### src/rtl/mvm_systolic_engine_if.sv
// ---------------------------------------------------------------------------
// mvm_systolic_engine_if
//   Byte-write load port of the systolic matrix-vector engine. The data
//   fetcher (master) presents one element per cycle together with the FIFO
//   it targets. The engine (slave) answers with a combinational ready.
//
//   Signals:
//     in_data  : element to write (DATA_WIDTH bits)
//     in_sel   : target FIFO, 0..ROWS-1 = row of A, ROWS = vector B
//     in_valid : write request from the master
//     in_ready : write accepted when in_valid && in_ready at posedge
// ---------------------------------------------------------------------------
interface mvm_systolic_engine_if #(
  parameter int DATA_WIDTH = 8,
  parameter int ROWS       = 8,
  parameter int SEL_W      = $clog2(ROWS + 1)
);

  logic [DATA_WIDTH-1:0] in_data;
  logic [SEL_W-1:0]      in_sel;
  logic                  in_valid;
  logic                  in_ready;

  modport master (
    output in_data,
    output in_sel,
    output in_valid,
    input  in_ready
  );

  modport slave (
    input  in_data,
    input  in_sel,
    input  in_valid,
    output in_ready
  );

endinterface

### src/rtl/mvm_systolic_engine.sv
// ---------------------------------------------------------------------------
// mvm_systolic_engine
//   Computes C = A * B for a ROWS x COLS matrix A and a COLS-element vector B.
//   A (one FIFO per row) and B (one extra FIFO) are loaded through the
//   in_bus write port. A run pops B once per cycle into a skewed delay chain
//   so that row i sees B[j] exactly when it pops A[i][j]; each row owns one
//   MAC accumulator. Supports signed operands, accumulate-into-result,
//   B retention across runs, start-error detection and a FIFO flush.
//
//   Ports:
//     clk, rst_n   : clock, asynchronous active-low reset
//     in_bus       : element write port (slave side)
//     start        : run request, sampled every posedge in LOAD
//     signed_mode  : two's-complement operands (latched at accepted start)
//     accumulate   : seed MACs from the current result (latched)
//     keep_b       : recirculate B words into the B FIFO (latched)
//     clear        : synchronous flush of every FIFO, LOAD only
//     busy         : high while the array is executing
//     done         : one-cycle pulse, result just updated
//     start_err    : one-cycle pulse, start rejected because a FIFO was short
//     result       : per-row results, stable until the next done or reset
// ---------------------------------------------------------------------------
module mvm_systolic_engine #(
  parameter int DATA_WIDTH = 8,
  parameter int ROWS       = 8,
  parameter int COLS       = 8,
  parameter int ACC_WIDTH  = 24,
  parameter int SEL_W      = $clog2(ROWS + 1)
) (
  input  logic                 clk,
  input  logic                 rst_n,
  mvm_systolic_engine_if.slave in_bus,
  input  logic                 start,
  input  logic                 signed_mode,
  input  logic                 accumulate,
  input  logic                 keep_b,
  input  logic                 clear,
  output logic                 busy,
  output logic                 done,
  output logic                 start_err,
  output logic [ACC_WIDTH-1:0] result [0:ROWS-1]
);

  localparam int PTR_W = (COLS > 1) ? $clog2(COLS) : 1;
  localparam int CNT_W = $clog2(COLS + 1);
  localparam int K_W   = $clog2(ROWS + COLS);
  localparam int DLY_N = (ROWS > 1) ? ROWS - 1 : 1;

  localparam logic [SEL_W-1:0] B_SEL    = SEL_W'(ROWS);
  localparam logic [CNT_W-1:0] FULL_CNT = CNT_W'(COLS);
  localparam logic [PTR_W-1:0] LAST_PTR = PTR_W'(COLS - 1);
  localparam logic [K_W-1:0]   K_LAST   = K_W'(ROWS + COLS - 2);
  localparam logic [K_W-1:0]   K_B_END  = K_W'(COLS);

  typedef enum logic [1:0] {
    ST_LOAD,
    ST_EXEC,
    ST_DONE
  } state_t;

  state_t state_q, state_d;

  // FIFO index ROWS is the B vector, 0..ROWS-1 are the rows of A.
  logic [DATA_WIDTH-1:0] mem_q    [0:ROWS][0:COLS-1];
  logic [DATA_WIDTH-1:0] mem_d    [0:ROWS][0:COLS-1];
  logic [PTR_W-1:0]      rd_ptr_q [0:ROWS];
  logic [PTR_W-1:0]      rd_ptr_d [0:ROWS];
  logic [PTR_W-1:0]      wr_ptr_q [0:ROWS];
  logic [PTR_W-1:0]      wr_ptr_d [0:ROWS];
  logic [CNT_W-1:0]      cnt_q    [0:ROWS];
  logic [CNT_W-1:0]      cnt_d    [0:ROWS];

  logic [K_W-1:0]        exec_cnt_q, exec_cnt_d;
  logic                  sgn_q, sgn_d;
  logic                  acc_mode_q, acc_mode_d;
  logic                  keep_b_q, keep_b_d;

  logic [ACC_WIDTH-1:0]  acc_q    [0:ROWS-1];
  logic [ACC_WIDTH-1:0]  acc_d    [0:ROWS-1];
  logic [ACC_WIDTH-1:0]  result_q [0:ROWS-1];
  logic [ACC_WIDTH-1:0]  result_d [0:ROWS-1];
  logic [ACC_WIDTH-1:0]  acc_base;

  logic [DATA_WIDTH-1:0] b_dly_q  [0:DLY_N-1];
  logic [DATA_WIDTH-1:0] b_dly_d  [0:DLY_N-1];
  logic [DATA_WIDTH-1:0] b_head;
  logic [DATA_WIDTH-1:0] b_pipe   [0:ROWS-1];

  logic done_q, done_d;
  logic start_err_q, start_err_d;
  logic sel_ok, tgt_full, all_full, wr_fire;

  // Widen an operand to the accumulator width, sign- or zero-extending.
  function automatic logic [ACC_WIDTH-1:0] ext(input logic [DATA_WIDTH-1:0] x,
                                               input logic sgn);
    ext = {{(ACC_WIDTH - DATA_WIDTH){sgn & x[DATA_WIDTH-1]}}, x};
  endfunction

  // FIFO pointers wrap at COLS, which need not be a power of two.
  function automatic logic [PTR_W-1:0] next_ptr(input logic [PTR_W-1:0] p);
    next_ptr = (p == LAST_PTR) ? '0 : p + 1'b1;
  endfunction

  // Out-of-range selects are treated as a full target so they are never ready.
  assign sel_ok          = (in_bus.in_sel <= B_SEL);
  assign tgt_full        = sel_ok ? (cnt_q[in_bus.in_sel] == FULL_CNT) : 1'b1;
  assign in_bus.in_ready = (state_q == ST_LOAD) && !tgt_full;
  assign wr_fire         = in_bus.in_valid && in_bus.in_ready;

  // Start is only legal when every FIFO holds a complete operand set,
  // judged on the counts before any same-cycle write.
  always_comb begin
    all_full = 1'b1;
    for (int f = 0; f <= ROWS; f++) begin
      if (cnt_q[f] != FULL_CNT) all_full = 1'b0;
    end
  end

  // Skew chain: row 0 consumes the B word popped this cycle, row i the word
  // popped i cycles earlier.
  always_comb begin
    b_head    = mem_q[ROWS][rd_ptr_q[ROWS]];
    b_pipe[0] = b_head;
    for (int i = 1; i < ROWS; i++) begin
      b_pipe[i] = b_dly_q[i-1];
    end
  end

  // Next-state logic: FIFO loading and flush in LOAD, the MAC sweep in EXEC,
  // and the result commit in DONE.
  always_comb begin
    state_d     = state_q;
    mem_d       = mem_q;
    rd_ptr_d    = rd_ptr_q;
    wr_ptr_d    = wr_ptr_q;
    cnt_d       = cnt_q;
    exec_cnt_d  = exec_cnt_q;
    sgn_d       = sgn_q;
    acc_mode_d  = acc_mode_q;
    keep_b_d    = keep_b_q;
    acc_d       = acc_q;
    result_d    = result_q;
    acc_base    = '0;
    done_d      = 1'b0;
    start_err_d = 1'b0;

    b_dly_d[0] = b_head;
    for (int i = 1; i < DLY_N; i++) begin
      b_dly_d[i] = b_dly_q[i-1];
    end

    case (state_q)
      ST_LOAD: begin
        if (clear) begin
          for (int f = 0; f <= ROWS; f++) begin
            rd_ptr_d[f] = '0;
            wr_ptr_d[f] = '0;
            cnt_d[f]    = '0;
          end
        end else begin
          if (start) begin
            if (all_full) begin
              sgn_d      = signed_mode;
              acc_mode_d = accumulate;
              keep_b_d   = keep_b;
              exec_cnt_d = '0;
              state_d    = ST_EXEC;
            end else begin
              start_err_d = 1'b1;
            end
          end
          if (wr_fire) begin
            mem_d[in_bus.in_sel][wr_ptr_q[in_bus.in_sel]] = in_bus.in_data;
            wr_ptr_d[in_bus.in_sel] = next_ptr(wr_ptr_q[in_bus.in_sel]);
            cnt_d[in_bus.in_sel]    = cnt_q[in_bus.in_sel] + 1'b1;
          end
        end
      end

      ST_EXEC: begin
        // B is popped for the first COLS cycles; with keep_b the word goes
        // straight back in so the FIFO stays full in original order.
        if (exec_cnt_q < K_B_END) begin
          rd_ptr_d[ROWS] = next_ptr(rd_ptr_q[ROWS]);
          if (keep_b_q) begin
            mem_d[ROWS][wr_ptr_q[ROWS]] = b_head;
            wr_ptr_d[ROWS] = next_ptr(wr_ptr_q[ROWS]);
          end else begin
            cnt_d[ROWS] = cnt_q[ROWS] - 1'b1;
          end
        end
        // The seed is applied on the first sweep cycle so it uses the
        // latched accumulate bit.
        for (int i = 0; i < ROWS; i++) begin
          acc_base = (exec_cnt_q == '0) ? (acc_mode_q ? result_q[i] : '0) : acc_q[i];
          acc_d[i] = acc_base;
          if ((exec_cnt_q >= K_W'(i)) && (exec_cnt_q < K_W'(i + COLS))) begin
            acc_d[i]    = acc_base + ext(mem_q[i][rd_ptr_q[i]], sgn_q) * ext(b_pipe[i], sgn_q);
            rd_ptr_d[i] = next_ptr(rd_ptr_q[i]);
            cnt_d[i]    = cnt_q[i] - 1'b1;
          end
        end
        if (exec_cnt_q == K_LAST) begin
          state_d = ST_DONE;
        end else begin
          exec_cnt_d = exec_cnt_q + 1'b1;
        end
      end

      ST_DONE: begin
        result_d = acc_q;
        done_d   = 1'b1;
        state_d  = ST_LOAD;
      end

      default: state_d = ST_LOAD;
    endcase
  end

  // Control, accumulator and result registers; reset aborts any run.
  always_ff @(posedge clk or negedge rst_n) begin
    if (!rst_n) begin
      state_q     <= ST_LOAD;
      exec_cnt_q  <= '0;
      sgn_q       <= 1'b0;
      acc_mode_q  <= 1'b0;
      keep_b_q    <= 1'b0;
      done_q      <= 1'b0;
      start_err_q <= 1'b0;
      for (int f = 0; f <= ROWS; f++) begin
        rd_ptr_q[f] <= '0;
        wr_ptr_q[f] <= '0;
        cnt_q[f]    <= '0;
      end
      for (int i = 0; i < ROWS; i++) begin
        acc_q[i]    <= '0;
        result_q[i] <= '0;
      end
      for (int d = 0; d < DLY_N; d++) begin
        b_dly_q[d] <= '0;
      end
    end else begin
      state_q     <= state_d;
      exec_cnt_q  <= exec_cnt_d;
      sgn_q       <= sgn_d;
      acc_mode_q  <= acc_mode_d;
      keep_b_q    <= keep_b_d;
      done_q      <= done_d;
      start_err_q <= start_err_d;
      rd_ptr_q    <= rd_ptr_d;
      wr_ptr_q    <= wr_ptr_d;
      cnt_q       <= cnt_d;
      acc_q       <= acc_d;
      result_q    <= result_d;
      b_dly_q     <= b_dly_d;
    end
  end

  // FIFO storage needs no reset: emptiness is tracked by the counters.
  always_ff @(posedge clk) begin
    mem_q <= mem_d;
  end

  assign busy      = (state_q == ST_EXEC);
  assign done      = done_q;
  assign start_err = start_err_q;
  assign result    = result_q;

endmodule

### src/flat_wrapper.sv
// flat-port wrapper written by rule: the top's interface ports become plain ports
module mvm_systolic_engine_flat 
#(
  parameter int DATA_WIDTH = 8,
  parameter int ROWS       = 8,
  parameter int COLS       = 8,
  parameter int ACC_WIDTH  = 24,
  parameter int SEL_W      = $clog2(ROWS + 1)
)
  (clk, rst_n, start, signed_mode, accumulate, keep_b, clear, busy, done, start_err, result, in_bus_in_data, in_bus_in_sel, in_bus_in_valid, in_bus_in_ready);
  mvm_systolic_engine_if #(.DATA_WIDTH(DATA_WIDTH), .ROWS(ROWS), .SEL_W(SEL_W)) in_bus_i ();
  input  logic clk;
  input  logic rst_n;
  input  logic start;
  input  logic signed_mode;
  input  logic accumulate;
  input  logic keep_b;
  input  logic clear;
  output logic busy;
  output logic done;
  output logic start_err;
  output logic [ACC_WIDTH-1:0] result[0:ROWS-1];
  input wire logic [$bits(in_bus_i.in_data)-1:0] in_bus_in_data;
  input wire logic [$bits(in_bus_i.in_sel)-1:0] in_bus_in_sel;
  input wire logic [$bits(in_bus_i.in_valid)-1:0] in_bus_in_valid;
  output wire logic [$bits(in_bus_i.in_ready)-1:0] in_bus_in_ready;
  assign in_bus_i.in_data = in_bus_in_data;
  assign in_bus_i.in_sel = in_bus_in_sel;
  assign in_bus_i.in_valid = in_bus_in_valid;
  assign in_bus_in_ready = in_bus_i.in_ready;
  mvm_systolic_engine #(.DATA_WIDTH(DATA_WIDTH), .ROWS(ROWS), .COLS(COLS), .ACC_WIDTH(ACC_WIDTH), .SEL_W(SEL_W)) u_core (.clk(clk), .rst_n(rst_n), .in_bus(in_bus_i), .start(start), .signed_mode(signed_mode), .accumulate(accumulate), .keep_b(keep_b), .clear(clear), .busy(busy), .done(done), .start_err(start_err), .result(result));
endmodule
### config.mk
export PLATFORM = sky130hd
export DESIGN_NAME = mvm_systolic_engine_flat
export DESIGN_NICKNAME = d
export VERILOG_FILES = /design/src/rtl/mvm_systolic_engine_if.sv /design/src/rtl/mvm_systolic_engine.sv /design/src/flat_wrapper.sv
export SDC_FILE = /design/constraint.sdc
export NUM_CORES = 2
export LEC_CHECK = 0
export ABC_AREA = 1
export BUFFER_PORTS_ARGS = -buffer_cell sky130_fd_sc_hd__buf_2
export CAP_MARGIN = 20
export CORE_MARGIN = 2
export CORE_UTILIZATION = 58
export CTS_CLUSTER_DIAMETER = 200
export DETAILED_ROUTE_END_ITERATION = 10
export GPL_ROUTABILITY_DRIVEN = 0
export PLACE_DENSITY = 0.88
export REMOVE_ABC_BUFFERS = 1
export SLEW_MARGIN = 5
export SYNTH_ARGS = -nofsm -noshare
export SYNTH_HDL_FRONTEND = slang
export SYNTH_SLANG_ARGS = --single-unit
### constraint.sdc
create_clock -name clk -period 7.2 [get_ports clk]
set_clock_uncertainty 0.2 [all_clocks]
set_input_delay 0.72 -clock clk [delete_from_list [all_inputs] [get_ports clk]]
set_output_delay 0.72 -clock clk [all_outputs]
set_load 0.005 [all_outputs]
==> summary.txt, run 1 <==
CTS
  – Max clock buf depth: 3
  – Root Driver: clkbuf_16
  – Clk sinks: 1117
  – CTS buffer count: 113
  – H-tree Lvls: 3

Run status
  – First Err: [ERROR GRT-0232] Routing congestion too high. Check the congestion heatmap in the GUI.
  – Stop stage: global routing (5_1_grt)
  – Status: aborted with a tool error

STA
  – Worst EP post-GRT repair: u_core.acc_q[142]$_DFFE_PN0P_/D
  – WEP type: register input

Yosys
  – Asr flop ratio synth: 48.4%
  – Gate Count Post-Synth: 9095
  – Post-synthesis sequential area ratio: 38.2%
  – Top FF cell, synth: edfxtp_1
  – Syn. warnings: 0
  – Synth top area cells: edfxtp_1, dfrtp_1, fa_1
  – Synthesized flop and latch total: 1117
  – Post-synth EDFFs: 576
  – Commonest cells in the netlist: inv_1, nand2_1, nor2_1, o21ai_0, edfxtp_1
  – Top-area cell type share of the netlist area: a little over a fifth
  – Distinct cells, synth: 61
  – Synthesized area: slightly above 0.08 mm^2
  – Syn avg cell area: 8.89 um^2
  – Count leader, synth: inv_1
  – Area leader, netlist: edfxtp_1

Placement
  – Port bufs: 215
  – HPWL Detailed: 170 mm

Die
  – Die X: 377 um
  – Starting density of the core: 58.6%
  – Num ports: 216
  – Die Height: roughly 380 um
  – Rows: 136

Global route
  – Global route overflow: 117
  – Total GRT Usage: 65.7%
  – Pin count of the biggest net entering global routing: 176
[stage by stage]
stage	hold WS [ns]	util (%)	std cells	instance area (um^2)	setup slack, ns
floorplan	0.174	-	8799	79700	-6.15
global placement	0.235	64.5	11600	88900	-0.318
detailed placement	0.252	64.5	11600	88900	-0.675
CTS	0.186	69.2	11900	95400	-0.329
[cell families after synthesis]
kind of cell	Yosys count	share of synthesized area, %
multiplexers	20	0.252
buffers and inverters	1838	8.58
XOR/XNOR	207	2.25
AO/OA/AOI/OAI	2007	14.5
flip-flops	1117	38.2
adder cells (fa/ha/maj)	1104	22.3
AND/OR/NAND/NOR	2802	14.0
[routing by layer]
layer / GRT overflow / GRT usage, %
met1: 3 / 63.2
met2: 65 / 78.3
met3: 3 / 57.7
met4: 45 / 62.6
met5: 1 / 43.2
[timing repair]
item / CTS
endpoints found under the setup margin: 73
hold endpoints to repair: 93
gates cloned: 10
pin swaps: 209
setup buffers: 73
resized for setup: 581
hold buffers: 4
==> inputs of run 2 (changes only) <==
--- a/config.mk
+++ b/config.mk
@@ -9,11 +9,10 @@
 export BUFFER_PORTS_ARGS = -buffer_cell sky130_fd_sc_hd__buf_2
 export CAP_MARGIN = 20
 export CORE_MARGIN = 2
-export CORE_UTILIZATION = 58
-export CTS_CLUSTER_DIAMETER = 200
+export CORE_UTILIZATION = 40
 export DETAILED_ROUTE_END_ITERATION = 10
 export GPL_ROUTABILITY_DRIVEN = 0
-export PLACE_DENSITY = 0.88
+export PLACE_DENSITY_LB_ADDON = 0.15
 export REMOVE_ABC_BUFFERS = 1
 export SLEW_MARGIN = 5
 export SYNTH_ARGS = -nofsm -noshare
==> constraint.sdc (replaced) <==
create_clock -name clk -period 9.4 [get_ports clk]
set_clock_uncertainty 0.2 [all_clocks]
set_input_delay 0.94 -clock clk [delete_from_list [all_inputs] [get_ports clk]]
set_output_delay 0.94 -clock clk [all_outputs]
set_load 0.005 [all_outputs]
==> run 2 against run 1 <==
Net effect:
- the run now ends clean
- synthesized cell count stayed put
- synthesized area stayed put
==> summary.txt, run 2 <==
Run status
  – Status: completed

Critical path
  – WP data required: about 10 ns
  – Startpoint types: flip-flop
  – CP max FO: 18
  – Critical Setup Path Class: flip-flop to flip-flop
  – Worst Path Arrival: 9.20 ns
  – CP max stage delay: 0.50 ns
  – Cell count along the critical path: 42
  – FF-to-FF path depth: 42
  – Reg-to-Reg Start: u_core.rd_ptr_q[7]
  – Slowest-stage cell, CP: fa_1
  – Reg2reg setup slack: 0.71 ns
  – Buffer and inverter count on the worst path: 9
  – CP Capture Type: flip-flop
  – Reg-to-reg endpoint: u_core.acc_q[46]
  – CP top delay family: adder cells
  – Most common cell on crit path: inv_1

Global route
  – First-pass GRT wire length: approximately 360 mm
  – Global route overflow: 0
  – Total GRT Usage: between 20 and 25%
  – Initial antenna violation count: 8
  – Pin count of the biggest net entering global routing: ~170
  – Vias in the first global route: 63900

CTS
  – H-tree Lvls: 4 (+1)
  – Postcts setup bufs: 0 (-100%)
  – CTS buffer count: 134 (+19%)
  – Root Driver: clkbuf_16
  – Clock Latency Late Sink: 0.81 ns
  – Clk sinks: 1117 (unchanged)
  – Max clock buf depth: 3 (unchanged)
  – Clock transition at path regs: about 0.06 ns
  – CTS tree: yes

Layout
  – Area Overhead vs Synth: 10.8%
  – Final nets: roughly 10000
  – Max FFs per register: around 580
  – Reg with most FFs: u_core.mem_q
  – Layout cells sized above 1: 6.53%
  – Commonest cells after routing, fill and taps aside: inv_1, nand2_1, nor2_1
  – Commonest non-fill, non-tap cell in the layout: inv_1

Yosys
  – Top-area cell type share of the netlist area: 21.4% (unchanged)
  – Post-synthesis sequential area ratio: 38.2% (unchanged)
  – Asr flop ratio synth: 48.4% (unchanged)
  – Count leader, synth: inv_1
  – Post-Synth XOR/XNOR Area: 2.25% (unchanged)
  – Post-Synth Simple-Gate Area: 14.0% (unchanged)
  – Area leader, netlist: edfxtp_1
  – Gate Count Post-Synth: 9095 (unchanged)
  – Synth top area cells: edfxtp_1, dfrtp_1, fa_1
  – Synthesized flop and latch total: 1117 (unchanged)
  – Distinct cells, synth: 61 (unchanged)
  – Syn avg cell area: 8.89 um^2 (unchanged)
  – Top FF cell, synth: edfxtp_1
  – Post-synthesis mux area share: 0.252% (unchanged)
  – Syn. warnings: 0 (unchanged)
  – Commonest cells in the netlist: inv_1, nand2_1, nor2_1, o21ai_0, edfxtp_1
  – Post-synthesis compound-gate area fraction: 14.5% (unchanged)
  – Synthesized area: 0.0808 mm^2 (unchanged)
  – Post-synth EDFFs: 576 (unchanged)
  – Synth Area in Adders: 22.3% (unchanged)
  – Main combinational cell family by area after synthesis: adder cells

Worst hold path
  – Min-delay src: u_core.b_dly_d[14]
  – Hold Path Stages: 0
  – Hold Crit Class: flip-flop to flip-flop
  – Min-Delay Endpoint: u_core.b_dly_d[6]

Route
  – Vias per cell: 5.26
  – DRC Markers: 0
  – Via count: 63200
  – DR pass1 iterations: 5
  – Number of routed nets with antenna violations: 0
  – Post-Route WL: 230 mm
  – Detailed Route Iter0 Violations: 4850
  – Post-DR wirelength/cell: 19.2 um

STA
  – Fin crit period: between 8 and 9 ns
  – Maximum operating frequency: 0.115 GHz
  – RSZ-0062 raised after global routing: no
  – Pins Over Slew Limit: 0
  – Final setup fails: 0
  – Tightest Pin Transition: 1.16 ns
  – Fin. Hold Viols: 0
  – Slack of the critical path: 0.709 ns
  – Final period util: between 90% and 100%
  – Max transition margin: 22.3%

Pwr
  – Logic pwr share: roughly a fifth
  – Clock share of power: 41.8%
  – Pwr per Cell Area: ~150 mW/mm^2
  – Internal: 9260 uW
  – Peak supply drop: 0.195 mV
  – Switching power: 3910 uW
  – Overall Power: 13200 uW
  – Share of power burned in registers: 39.3%
  – Sw Ratio: 29.7%
  – Leak: 0.0413 uW

Job
  – Max-cap violation count: 0

Die
  – Rows: 164 (+21%)
  – Num ports: 216 (unchanged)
  – Core footprint: around 0.2 mm^2
  – Die Height: 453 um (+20%)
  – Starting density of the core: 40.4% (-18 points)
  – Die X: 453 um (+20%)
  – Die area: 0.206 mm^2

Placement
  – HPWL Detailed: 169 mm (-0.81%)
  – Port bufs: 215 (unchanged)
  – Post-Place Setup Slack: 0.726 ns (+1.40 ns)
run 2: cell counts after synthesis:
No cell type changed its count.
run 2: final cells by class:
cell class	count	area, um^2
multi-input combinational	6140	43100
tap	2656	3320
antenna	4	10.0
clock buffer	156	3510
timing repair buffer	305	1820
fill	19500	111000
sequential	1117	30800
clock inverter	90	1130
inverter	1542	5820
run 2: stage by stage:
stage / TNS [ns] / util, % / std cells / hold slack [ns] / instance area (um^2)
after floorplan: -1077.99 / - / 8799 / 0.174 / 79700
after global placement: 0 / 42.3 / 11800 / 0.215 / 84800
after detailed placement: 0 / 42.4 / 11800 / 0.225 / 84800
after CTS: 0 / 44.7 / 12000 / 0.203 / 89500
after global routing: 0 / 44.7 / 12000 / 0.250 / 89500
final: 0 / 44.7 / 12000 / 0.238 / 89500
run 2: metal layers:
metal | share of wire, % | wire (um) | up-vias | track usage [%]
li1 | - | - | 30500 | -
met1 | 46 | 105000 | 30700 | 30.6
met2 | 47 | 107000 | 1645 | 36.9
met3 | 4.8 | 11100 | 327 | 3.00
met4 | 3.0 | 6890 | 0 | 7.30
met5 | 0 | 0 | - | 0
run 2: repair_timing:
item / in CTS / in global routing
hold endpoints to repair: 60 / 0
endpoints found under the setup margin: 0 / 3
hold buffers: 1 / 0
resized for setup: 0 / 2
run 2: worst max path at each step:
stage | slack, ns | from | end
final | 0.71 | u_core.rd_ptr_q[7] | u_core.acc_q[46]
after global placement | 0.92 | u_core.rd_ptr_q[7] | u_core.acc_q[46]
after detailed placement | 0.73 | u_core.rd_ptr_q[7] | u_core.acc_q[46]
after floorplan | -3.95 | u_core.state_q[0] | u_core.rd_ptr_q[24]
after global routing | 0.0004 | u_core.rd_ptr_q[7] | u_core.acc_q[45]
after CTS | 0.71 | u_core.rd_ptr_q[7] | u_core.acc_q[46]
run 2: power groups by stage:
stage | Clock, uW | Sequential [uW] | Combinational (uW)
3_5_place_dp | 0 | 5270 | 2480
6_report | 5500 | 5170 | 2490
4_1_cts | 5630 | 5170 | 2500
2_1_floorplan | 0 | 5270 | 1840
3_3_place_gp | 0 | 5270 | 2460
5_1_grt | 5830 | 5170 | 2860
run 2: kinds of logic (layout without fill, tap and decap cells):
group           Yosys count  in the layout
fa+ha+maj              1104           1104
compound gates         2007           2007
flops                  1117           1117
xor+xnor                207            207
other cells               0              4
buf+inv                1838           2093
simple gates           2802           2802
mux                      20             20
Power figures use the tool's default switching activity.
